**config.mk**
```make
export PLATFORM = sky130hd
export DESIGN_NAME = param_shift_reg_en
export DESIGN_NICKNAME = d
export VERILOG_FILES = /design/src/rtl/param_shift_reg_en.sv
export SDC_FILE = /design/constraint.sdc
export NUM_CORES = 1
export LEC_CHECK = 0
export ABC_AREA = 1
export CORE_UTILIZATION = 40
export DETAILED_ROUTE_END_ITERATION = 8
export GPL_ROUTABILITY_DRIVEN = 0
export GPL_TIMING_DRIVEN = 1
export PLACE_DENSITY = 0.74
export SYNTH_ARGS = -nofsm -noshare
export SYNTH_HDL_FRONTEND = slang
export SYNTH_SLANG_ARGS = --single-unit
```
**constraint.sdc**
```tcl
create_clock -name clk -period 1.1 [get_ports clk]
set_input_delay 0.11 -clock clk [delete_from_list [all_inputs] [get_ports clk]]
set_output_delay 0.11 -clock clk [all_outputs]
set_load 0.03 [all_outputs]
```
**src/rtl/param_shift_reg_en.sv**
```systemverilog
// General-purpose WIDTH-bit register with clock enable, parallel load,
// logical/arithmetic shifts, rotates, clear, serial in/out and a zero flag.
module param_shift_reg_en #(
  parameter int unsigned           WIDTH       = 8,
  parameter logic [WIDTH-1:0]      RESET_VALUE = '0
) (
  input  logic             clk,
  input  logic             reset,
  input  logic             en,
  input  logic [2:0]       op,
  input  logic [WIDTH-1:0] d,
  input  logic             si,
  output logic [WIDTH-1:0] q,
  output logic             so,
  output logic             zero
);

  typedef enum logic [2:0] {
    OP_HOLD = 3'b000,
    OP_LOAD = 3'b001,
    OP_SHL  = 3'b010,
    OP_SHR  = 3'b011,
    OP_ROL  = 3'b100,
    OP_ROR  = 3'b101,
    OP_ASR  = 3'b110,
    OP_CLR  = 3'b111
  } op_t;

  logic [WIDTH-1:0] q_next;
  logic             so_next;

  always_comb begin
    q_next  = q;
    so_next = so;
    case (op_t'(op))
      OP_HOLD: q_next = q;
      OP_LOAD: q_next = d;
      OP_SHL: begin
        q_next  = {q[WIDTH-2:0], si};
        so_next = q[WIDTH-1];
      end
      OP_SHR: begin
        q_next  = {si, q[WIDTH-1:1]};
        so_next = q[0];
      end
      OP_ROL: begin
        q_next  = {q[WIDTH-2:0], q[WIDTH-1]};
        so_next = q[WIDTH-1];
      end
      OP_ROR: begin
        q_next  = {q[0], q[WIDTH-1:1]};
        so_next = q[0];
      end
      OP_ASR: begin
        q_next  = {q[WIDTH-1], q[WIDTH-1:1]};
        so_next = q[0];
      end
      OP_CLR: q_next = '0;
      default: q_next = q;
    endcase
  end

  // reset dominates en; en=0 freezes both q and so
  always_ff @(posedge clk) begin
    if (reset) begin
      q  <= RESET_VALUE;
      so <= 1'b0;
    end else if (en) begin
      q  <= q_next;
      so <= so_next;
    end
  end

  assign zero = (q == '0);

endmodule

```
; ---- Word-level counts from Yosys, hierarchy flattened
; Index checks and enable logic that the tools add are counted.
[totals]
rom_bits = 0
reg_bits = 9
out_inout_bits = 10
ramBits = 0
input_bits = 15
n_memories = 0
latch_bits = 0
wordCells = 22
[classes]
n_addsub = 0
bitwise = 2
order_cmp = 0
n_div = 0
muxes = 2
n_mul = 0
n_shift = 0
n_eq_ne = 7
n_reduce_logical = 8
[op_table]
columns = operator, count
row1 = 8-bit one-hot mux with 7 select lines, 1
row2 = 3-bit == test (second input constant), 4
row3 = 8-bit logical NOT, 1
row4 = 3-bit by 2-bit == test with 1-bit output (second input constant), 2
row5 = 2-bit AND reduction, 2
row6 = 3-bit by 1-bit == test with 1-bit output (second input constant), 1
row7 = 3-bit logical NOT, 1
row8 = 3-bit AND reduction, 1
row9 = 3-bit OR reduction, 1
row10 = 1-bit NOT, 2
row11 = 1-bit one-hot mux with 2 select lines, 1
row12 = 2-bit nonzero test, 1
row13 = 2-bit OR reduction, 1

; ---- Logic depth before layout (Yosys ltp)
[logic_depth]
word_depth = 4
ltp_mapped = 8
ltp_nobuf = 7

; ---- Worst setup path before layout
; Ideal clock, no wire load.
[synth_path]
path_type = reg2out
from = reg q[1]
to = out zero
path_stages_with_launch = 4
required_time_ns = 0.990
path_slack_ns = -0.474
n_path_buf = 0
arrival_time_ns = 1.464
path_cell_list = dfxtp_1 nor4_1 nand3b_1 nor3_1
[synth_between]
elab_chain_cells = 1
[synth_rtl]
columns = item, line
row1 = "start, declared", 13  ; output logic [WIDTH-1:0] q,
row2 = "start signal, assigned", 69  ; q <= q_next;
row3 = 8-bit logical NOT, 74  ; assign zero = (q == '0);
row4 = "end, declared", 15  ; output logic zero
; Every way passes these cells.

; ---- Final worst setup path
; Ends and elaborated chain as after synthesis.

==> flow_summary.json <==
{
  "status": "complete, but fails checks",
  "violations": "negative setup slack",
  "drv_cap": 0,
  "num_antenna_cells": 0,
  "wire_per_inst_microns": 11.8,
  "arrival_ns": 1.31,
  "synth_top_family_by_area": "simple AND/OR/NAND/NOR gates",
  "syn_area_sq_um": 656,
  "synth-simple-area-share": 0.531,
  "ctsHoldBuffers": 0,
  "clk_transition_reported_paths_ns": 0.06,
  "yosys.cell_count.top_type": "nand2_1",
  "synth-edff-count": 0,
  "synth_compound_area_frac": 0.107,
  "clock_sinks": 9,
  "grt_max_degree": 15,
  "hp-class": "input port to flop",
  "first_pass_iters": 4,
  "synthMuxAreaShare": 0,
  "io_pins": 25,
  "avgSynthCellArea_sq_um": 5.96,
  "period_needed_ns": 1.42,
  "portBuffers": 24,
  "power.density_nw_per_um2": 953,
  "die_h_microns": 42.5,
  "cpPeakStageDelay_ns": 0.33,
  "synth_fp_nets": 125,
  "rows": 14,
  "slew_headroom": 0.842,
  "setup_viol": 1,
  "ys_warn_count": 0,
  "synth_top_area_cell": "dfxtp_1",
  "fmax_mhz": 703,
  "drc": 0,
  "cpLargestDelayFamily": "simple AND/OR/NAND/NOR gates",
  "die_area_sq_um": 1800,
  "path_cells": "nor4_2 > nand3b_1 > nor3_4 > buf_6",
  "synth.yosys.seq_area_share": 0.275,
  "min_period_over_period": 1.29,
  "async_flop_share": 0,
  "route.detailed.vias_per_inst": 5.20,
  "slew_violations": 0,
  "synth_top_flop_cell": "dfxtp_1",
  "yosys.area.top_type_share": 0.275,
  "syn2layout_area_growth_pct": 57.8,
  "insertion_delay_ns": 0.26,
  "cts_buffers": 3,
  "start_kind": "flop",
  "ant_nets": 0,
  "drt_wl_total_microns": 1940,
  "hold_violations": 0,
  "die_w_microns": 42.5,
  "drive_above_1_share": 0.297,
  "worstPathRequired_ns": 0.99,
  "gr-total-overflow": 0,
  "ys_ff_latch": 9,
  "antenna_found_initial": 0,
  "synth.distinct_cells": 21,
  "rsz0062_at_grt": "true",
  "cp_slowest_cell": "dfxtp_2",
  "end_kind": "primary output",
  "irDropWorstVdd_mv": 0.769,
  "syn-instance-count": 110,
  "p_leak_nw": 0.484,
  "clk_path_buf_depth": 2,
  "synth.area.top_cells": "dfxtp_1, nand2_1, nor2_1",
  "cts_tree": "built",
  "hpwl_microns": 1430,
  "htreeDepth": 1,
  "vias": 852,
  "yosys-top-cells-count": "nand2_1, nor2_1, nand3_1",
  "track_usage": 0.239,
  "worstMarginPinSlew_ns": 0.236,
  "synth_adder_area_share": 0,
  "critPathKind": "flop to primary output",
  "nFillCells": 138,
  "fin_ws_ns": -0.322,
  "drt_iter0_drc": 18,
  "first_global_vias": 781,
  "clock_skew_ns": 0.00370,
  "p_total_uw": 986,
  "path_buf_inv": 1,
  "start_util": 0.430,
  "fp.coreArea_sq_um": 1520,
  "grt_pass1_wl_microns": 3310,
  "root_buffer": "clkbuf_4",
  "crit_path_max_fanout": 2,
  "synthXorXnorAreaFrac": 0,
  "nets": 164,
  "preCtsSetupSlack_ns": -0.436
}
==> power breakdown <==
part | total (mW) | internal, mW | leakage, nW | switching (mW)
clock network | 0.263 | 0.140 | 0.0150 | 0.123
logic | 0.364 | 0.166 | 0.394 | 0.198
registers | 0.359 | 0.342 | 0.0751 | 0.0164
==> final cells by class <==
class                           count  area, sq um  share of cell area
Clock buffer                        4         26.3              0.0254
Inverter                            7         26.3              0.0254
Multi-Input combinational cell     90          450               0.435
Sequential cell                     9          186               0.180
Tap cell                           16         20.0              0.0193
Timing Repair Buffer               38          325               0.314
==> final timing paths <==
kind,startpoint,to,slack [ns],cells past startpoint
max,q[1],zero,-0.32,4
min,op[1],q[0],0.42,6
max reg2reg,q[6],q[7],0.18,3
min reg2reg,q[6],q[6],0.56,2
==> through the flow <==
| step | util | hold slack (ns) | cell area, sq um | cells | setup TNS, ns |
|---|---|---|---|---|---|
| floorplan | - | 0.301 | 673 | 110 | -0.128 |
| global placement | 0.653 | 0.512 | 995 | 160 | -3.75 |
| detailed placement | 0.653 | 0.555 | 995 | 160 | -3.90 |
| CTS | 0.677 | 0.484 | 1030 | 164 | -0.331 |
| global route | 0.679 | 0.459 | 1030 | 164 | -0.371 |
| finish | 0.679 | 0.417 | 1030 | 164 | -0.322 |
==> tightest hold or removal path, delay by kind of cell <==
| family | cells | cell delay, ns |
|---|---|---|
| simple gates | 4 | 0.27 |
| buf+inv | 1 | 0.20 |
| compound gates | 1 | 0.05 |
==> layout by cell type (no fill, tap or decap), drive strengths merged, types with 3 or more instances in the layout <==
cell type	n
nand3	14
a21oi	8
clkdlybuf4s50	11
clkbuf	6
nand4	3
buf	24
nor2	21
inv	7
nand2	37
o21ai	3
dfxtp	9
==> kinds of logic (layout without fill, tap and decap cells) <==
kind of cell	Yosys count	after routing
DFF	9	9
buffers and inverters	11	49
and+or+nand+nor	78	78
AOI/OAI and AO/OA	12	12
==> layer usage <==
layer,track usage,part of all wire,up-vias
li1,-,-,435
met1,0.279,0.44,389
met2,0.437,0.51,23
met3,0.0302,0.034,5
met4,0.0875,0.014,0
met5,0,0,-
==> flip-flops by register name (all words and copies together) (netlist names) <==
signal / flops
q: 8
so: 1
==> repair_timing <==
item,CTS,global route
resized for setup,6,6
setup buffers,0,0
pin swaps,4,1
endpoints found under the setup margin,10,8
cloned,0,0
Note: power is estimated with default switching activity, not from simulation.
==> variant 1: new RTL, config.mk and constraints unchanged <==
`WIDTH`: 8 -> 10.
--- a/src/rtl/param_shift_reg_en.sv
+++ b/src/rtl/param_shift_reg_en.sv
@@ -1,7 +1,7 @@
 // General-purpose WIDTH-bit register with clock enable, parallel load,
 // logical/arithmetic shifts, rotates, clear, serial in/out and a zero flag.
 module param_shift_reg_en #(
-  parameter int unsigned           WIDTH       = 8,
+  parameter int unsigned           WIDTH       = 10,
   parameter logic [WIDTH-1:0]      RESET_VALUE = '0
 ) (
   input  logic             clk,
Ports: changed (resized d and q); port bits go from 25 to 29. No check against the original RTL was run, so the function may have changed too.
==> variant 1 against the original RTL <==
The run still ends with negative setup slack left; non-clock buffer count rose by 6; design area rose by 25%; routed wire length rose by 23%; total power rose by 21%; synthesized area rose by 30%; utilization fell by 2.6 points; sequential cell count rose by 2; worst setup slack got worse by 0.097 ns; cell count rose by 23%; highest routed layer unchanged.
==> variant 1: results <==
[global_routing]
grt_pass1_vias = 842
grt_first_pass_wirelength_um = 3622
grt_max_degree = 20
grt.total_usage_pct = 22.85
use_met1_pct = 27.90
gr-usage-met2_pct = 40.27

[placement]
place_area_um2 = 1232
place_ws_ns = -0.4488

[critical_path]
crit_path_top_delay_cell = "dfxtp_4"
cp_data_arrival_time_ns = 1.41
cpPeakStageDelay_ns = 0.35

[sta]
fin_tns_setup_ns = -0.4191
fin_skew_ns = 0.01312
setup_viol = 1
worst_slew_pin_slew_ns = 0.2699
final.setup.worst_slack_ns = -0.4191

[logic_synthesis]
synth.distinct_cells = 23
netlist_top_cells_count = "37 x nand2_1, 23 x nor2_1, 12 x nand3_1, 11 x dfxtp_1, 9 x a21oi_2"
netlist_top_cells_area = "dfxtp_1 26%, nand2_1 16%, nor2_1 10%"
synth_compound_area_share_pct = 12.92
ys_seq_area_share_pct = 25.84

[pwr]
ir_drop_mv = 0.5793
p_leak_nw = 0.5794
p_int_mw = 0.7555

[final_layout]
top_regs = "q: 10 flops, so: 1 flops"
fillers = 180
drive_gt1_share_pct = 41.14
final_cells = 202
area_growth_pct = 51.98

[clock_tree]
clk_pin_slew_ns = 0.09
insertion_delay_ns = 0.29

[outcome]
status = "complete, but fails checks"
violations = "negative setup slack"

[route]
drtIter0Drc = 21
routedWlPerCell_um = 11.82
-- variant 1: cells by family after synthesis --
kind of cell           Yosys count
AOI/OAI and AO/OA               14
buffers and inverters           12
DFF                             11
and+or+nand+nor                 94
-- variant 1: per-layer routing --
layer	part of all wire, %	vias up
li1	-	515
met1	45	447
met2	49	30
met3	4.8	5
met4	1.7	0
met5	0	-
-- variant 1: cell type report --
type	instances	area share [%]
Multi-Input combinational cell	109	46.28
Clock inverter	1	0.3865
Timing Repair Buffer	44	28.89
Inverter	7	2.222
Tap cell	27	2.609
Sequential cell	11	17.87
Clock buffer	3	1.739
-- variant 1: worst paths after layout --
check | start | slack, ns | end | cells past startpoint
worst max-delay path | q[1]$_SDFFE_PP0P_ | -0.42 | zero | 5
worst min-delay path | op[2] | 0.37 | q[0]$_SDFFE_PP0P_ | 6
worst max register to register | q[0]$_SDFFE_PP0P_ | 0.13 | q[9]$_SDFFE_PP0P_ | 5
worst min register to register | so$_SDFFE_PP0P_ | 0.54 | so$_SDFFE_PP0P_ | 4
-- variant 1: critical path, delay by kind of cell (launching register included) --
family	cells	cell delay (ns)
buffers and inverters	1	0.15
flip-flops	1	0.35
AND/OR/NAND/NOR	4	0.63
-- variant 1: power by group through the flow --
stage | Clock, mW | Combinational, mW | Sequential [mW]
floorplan | 0 | 0.220 | 0.489
CTS | 0.300 | 0.458 | 0.434
global placement | 0 | 0.429 | 0.442
global route | 0.324 | 0.494 | 0.437
finish | 0.298 | 0.456 | 0.435
detailed placement | 0 | 0.438 | 0.443
-- variant 1: timing repair --
item	in CTS	in global routing
pin swaps	3	0
cloned	1	0
endpoints found under the hold margin	0	0
buffers inserted	0	0
setup endpoints to repair	12	3
gates resized for setup	12	2
==> variant 2: new RTL, same settings <==
Made on the original files. Register the output `zero`, without a reset; this adds one clock of latency there. The other outputs are not delayed to match.
--- a/src/rtl/param_shift_reg_en.sv
+++ b/src/rtl/param_shift_reg_en.sv
@@ -71,7 +71,9 @@
     end
   end
 
-  assign zero = (q == '0);
+  always_ff @(posedge clk) begin
+    zero <= (q == '0);
+  end
 
 endmodule
 
Behaviour: not the same (Yosys sat finds a counterexample within 4 cycles, from zero or initial values and one cycle with reset high).
==> variant 2 against the original RTL <==
Count of clock-buffer cells in the layout down 1; hold slack improved by 0.011 ns; critical path depth is 3 lower; design area fell by 4.8%; combinational power down 13%; sequential cell count up 1; synthesized area grew 3.1%; worst setup slack improved by 0.37 ns; total power decreased by 1.5%; maximum frequency rose by 35%; routed wire length shrank 7.4%.
==> variant 2: results <==
[logic_synthesis]
ys_seq_area_share_pct = 29.63
synth.distinct_cells = 20
yosys_warnings = 0
netlist_top_cells_count = "34 x nand2_1, 20 x nor2_1, 13 x nand3_1, 10 x dfxtp_1, 7 x a21oi_1"
synth_fp_nets = 126

[pwr]
p_int_mw = 0.6502
p_leak_nw = 0.4465

[sta]
fin_skew_ns = 0.002488
slew_headroom_pct = 77.89

[final_layout]
drive_gt1_share_pct = 21.99
fillers = 139
final_nets = 158
top_regs = "q: 8 flops, so: 1 flops, zero: 1 flops"

[placement]
place_area_um2 = 929.6
hpwl_um = 1232

[floorplanning]
start_util_pct = 43.83

[global_routing]
grt_max_degree = 16
grt.total_usage_pct = 21.55
grt_pass1_vias = 671
grt_first_pass_wirelength_um = 2953

[critical_path]
cpPeakStageDelay_ns = 0.38
crit_fanout = 1
reg2reg_depth = 4
reg2reg_from = "q[0]$_SDFFE_PP0P_"
crit_start = "zero$_DFF_P_"
cp_data_arrival_time_ns = 0.94
crit_family = "buffers and inverters"

[outcome]
status = "finished, final reports clean"

[route]
vias_per_cell = 5.236
drtIter0Drc = 17
wl_um = 1796

[min_path]
min_from = "op[2]"
==> variant 2: changes by cell type after synthesis, sizes merged <==
cell / change
dfxtp: +1
nor4: +1
and2: +1
nand3b: -1
nor3: -1
==> variant 2: final cells by class <==
type	count	area share (%)
Sequential cell	10	20.33
Multi-Input combinational cell	91	46.25
Tap cell	16	2.033
Inverter	7	2.922
Timing Repair Buffer	30	26.18
Clock buffer	3	2.287
==> variant 2: through the flow <==
stage	setup TNS [ns]	std cells	setup WS [ns]	util (%)
after global placement	-3.409	153	-0.4275	60.31
after floorplan	0	111	0.07699	-
after detailed placement	-3.614	153	-0.4227	60.31
final	0	157	0.04651	63.88
after global routing	0	157	0.003143	63.88
after CTS	0	157	0.009479	63.64
==> variant 2: path summary, 6_finish.rpt <==
check                           slack, ns                end
worst min-delay path                 0.43  q[0]$_SDFFE_PP0P_
worst max-delay path                 0.05               zero
worst max register to register       0.15  q[7]$_SDFFE_PP0P_
worst min register to register       0.52  q[5]$_SDFFE_PP0P_
==> variant 2: per-layer routing <==
| layer | vias up | GRT usage, % | routed length [um] |
|---|---|---|---|
| li1 | 425 | - | - |
| met1 | 365 | 26.68 | 817 |
| met2 | 27 | 32.54 | 841 |
| met3 | 5 | 7.660 | 106 |
| met4 | 0 | 10.91 | 29 |
| met5 | - | 0 | 0 |
==> variant 2: cells by family after synthesis <==
logic type,synth area share [%]
and+or+nand+nor,51.48
AOI/OAI and AO/OA,10.37
buffers and inverters,8.518
DFF,29.63
==> variant 2: power by group through the flow <==
stage          logic (mW)  clock network (mW)  registers, mW
5_1_grt             0.345               0.276          0.413
2_1_floorplan       0.133                   0          0.463
4_1_cts             0.311               0.258          0.409
3_5_place_dp        0.308                   0          0.418
6_report            0.315               0.247          0.410
3_3_place_gp        0.305                   0          0.418
==> variant 2: timing repair <==
item                       in CTS  in global routing
cloned                          1                  0
setup buffers                   0                  0
pin swaps                       3                  0
setup endpoints to repair      11                  6
resized for setup              11                  5
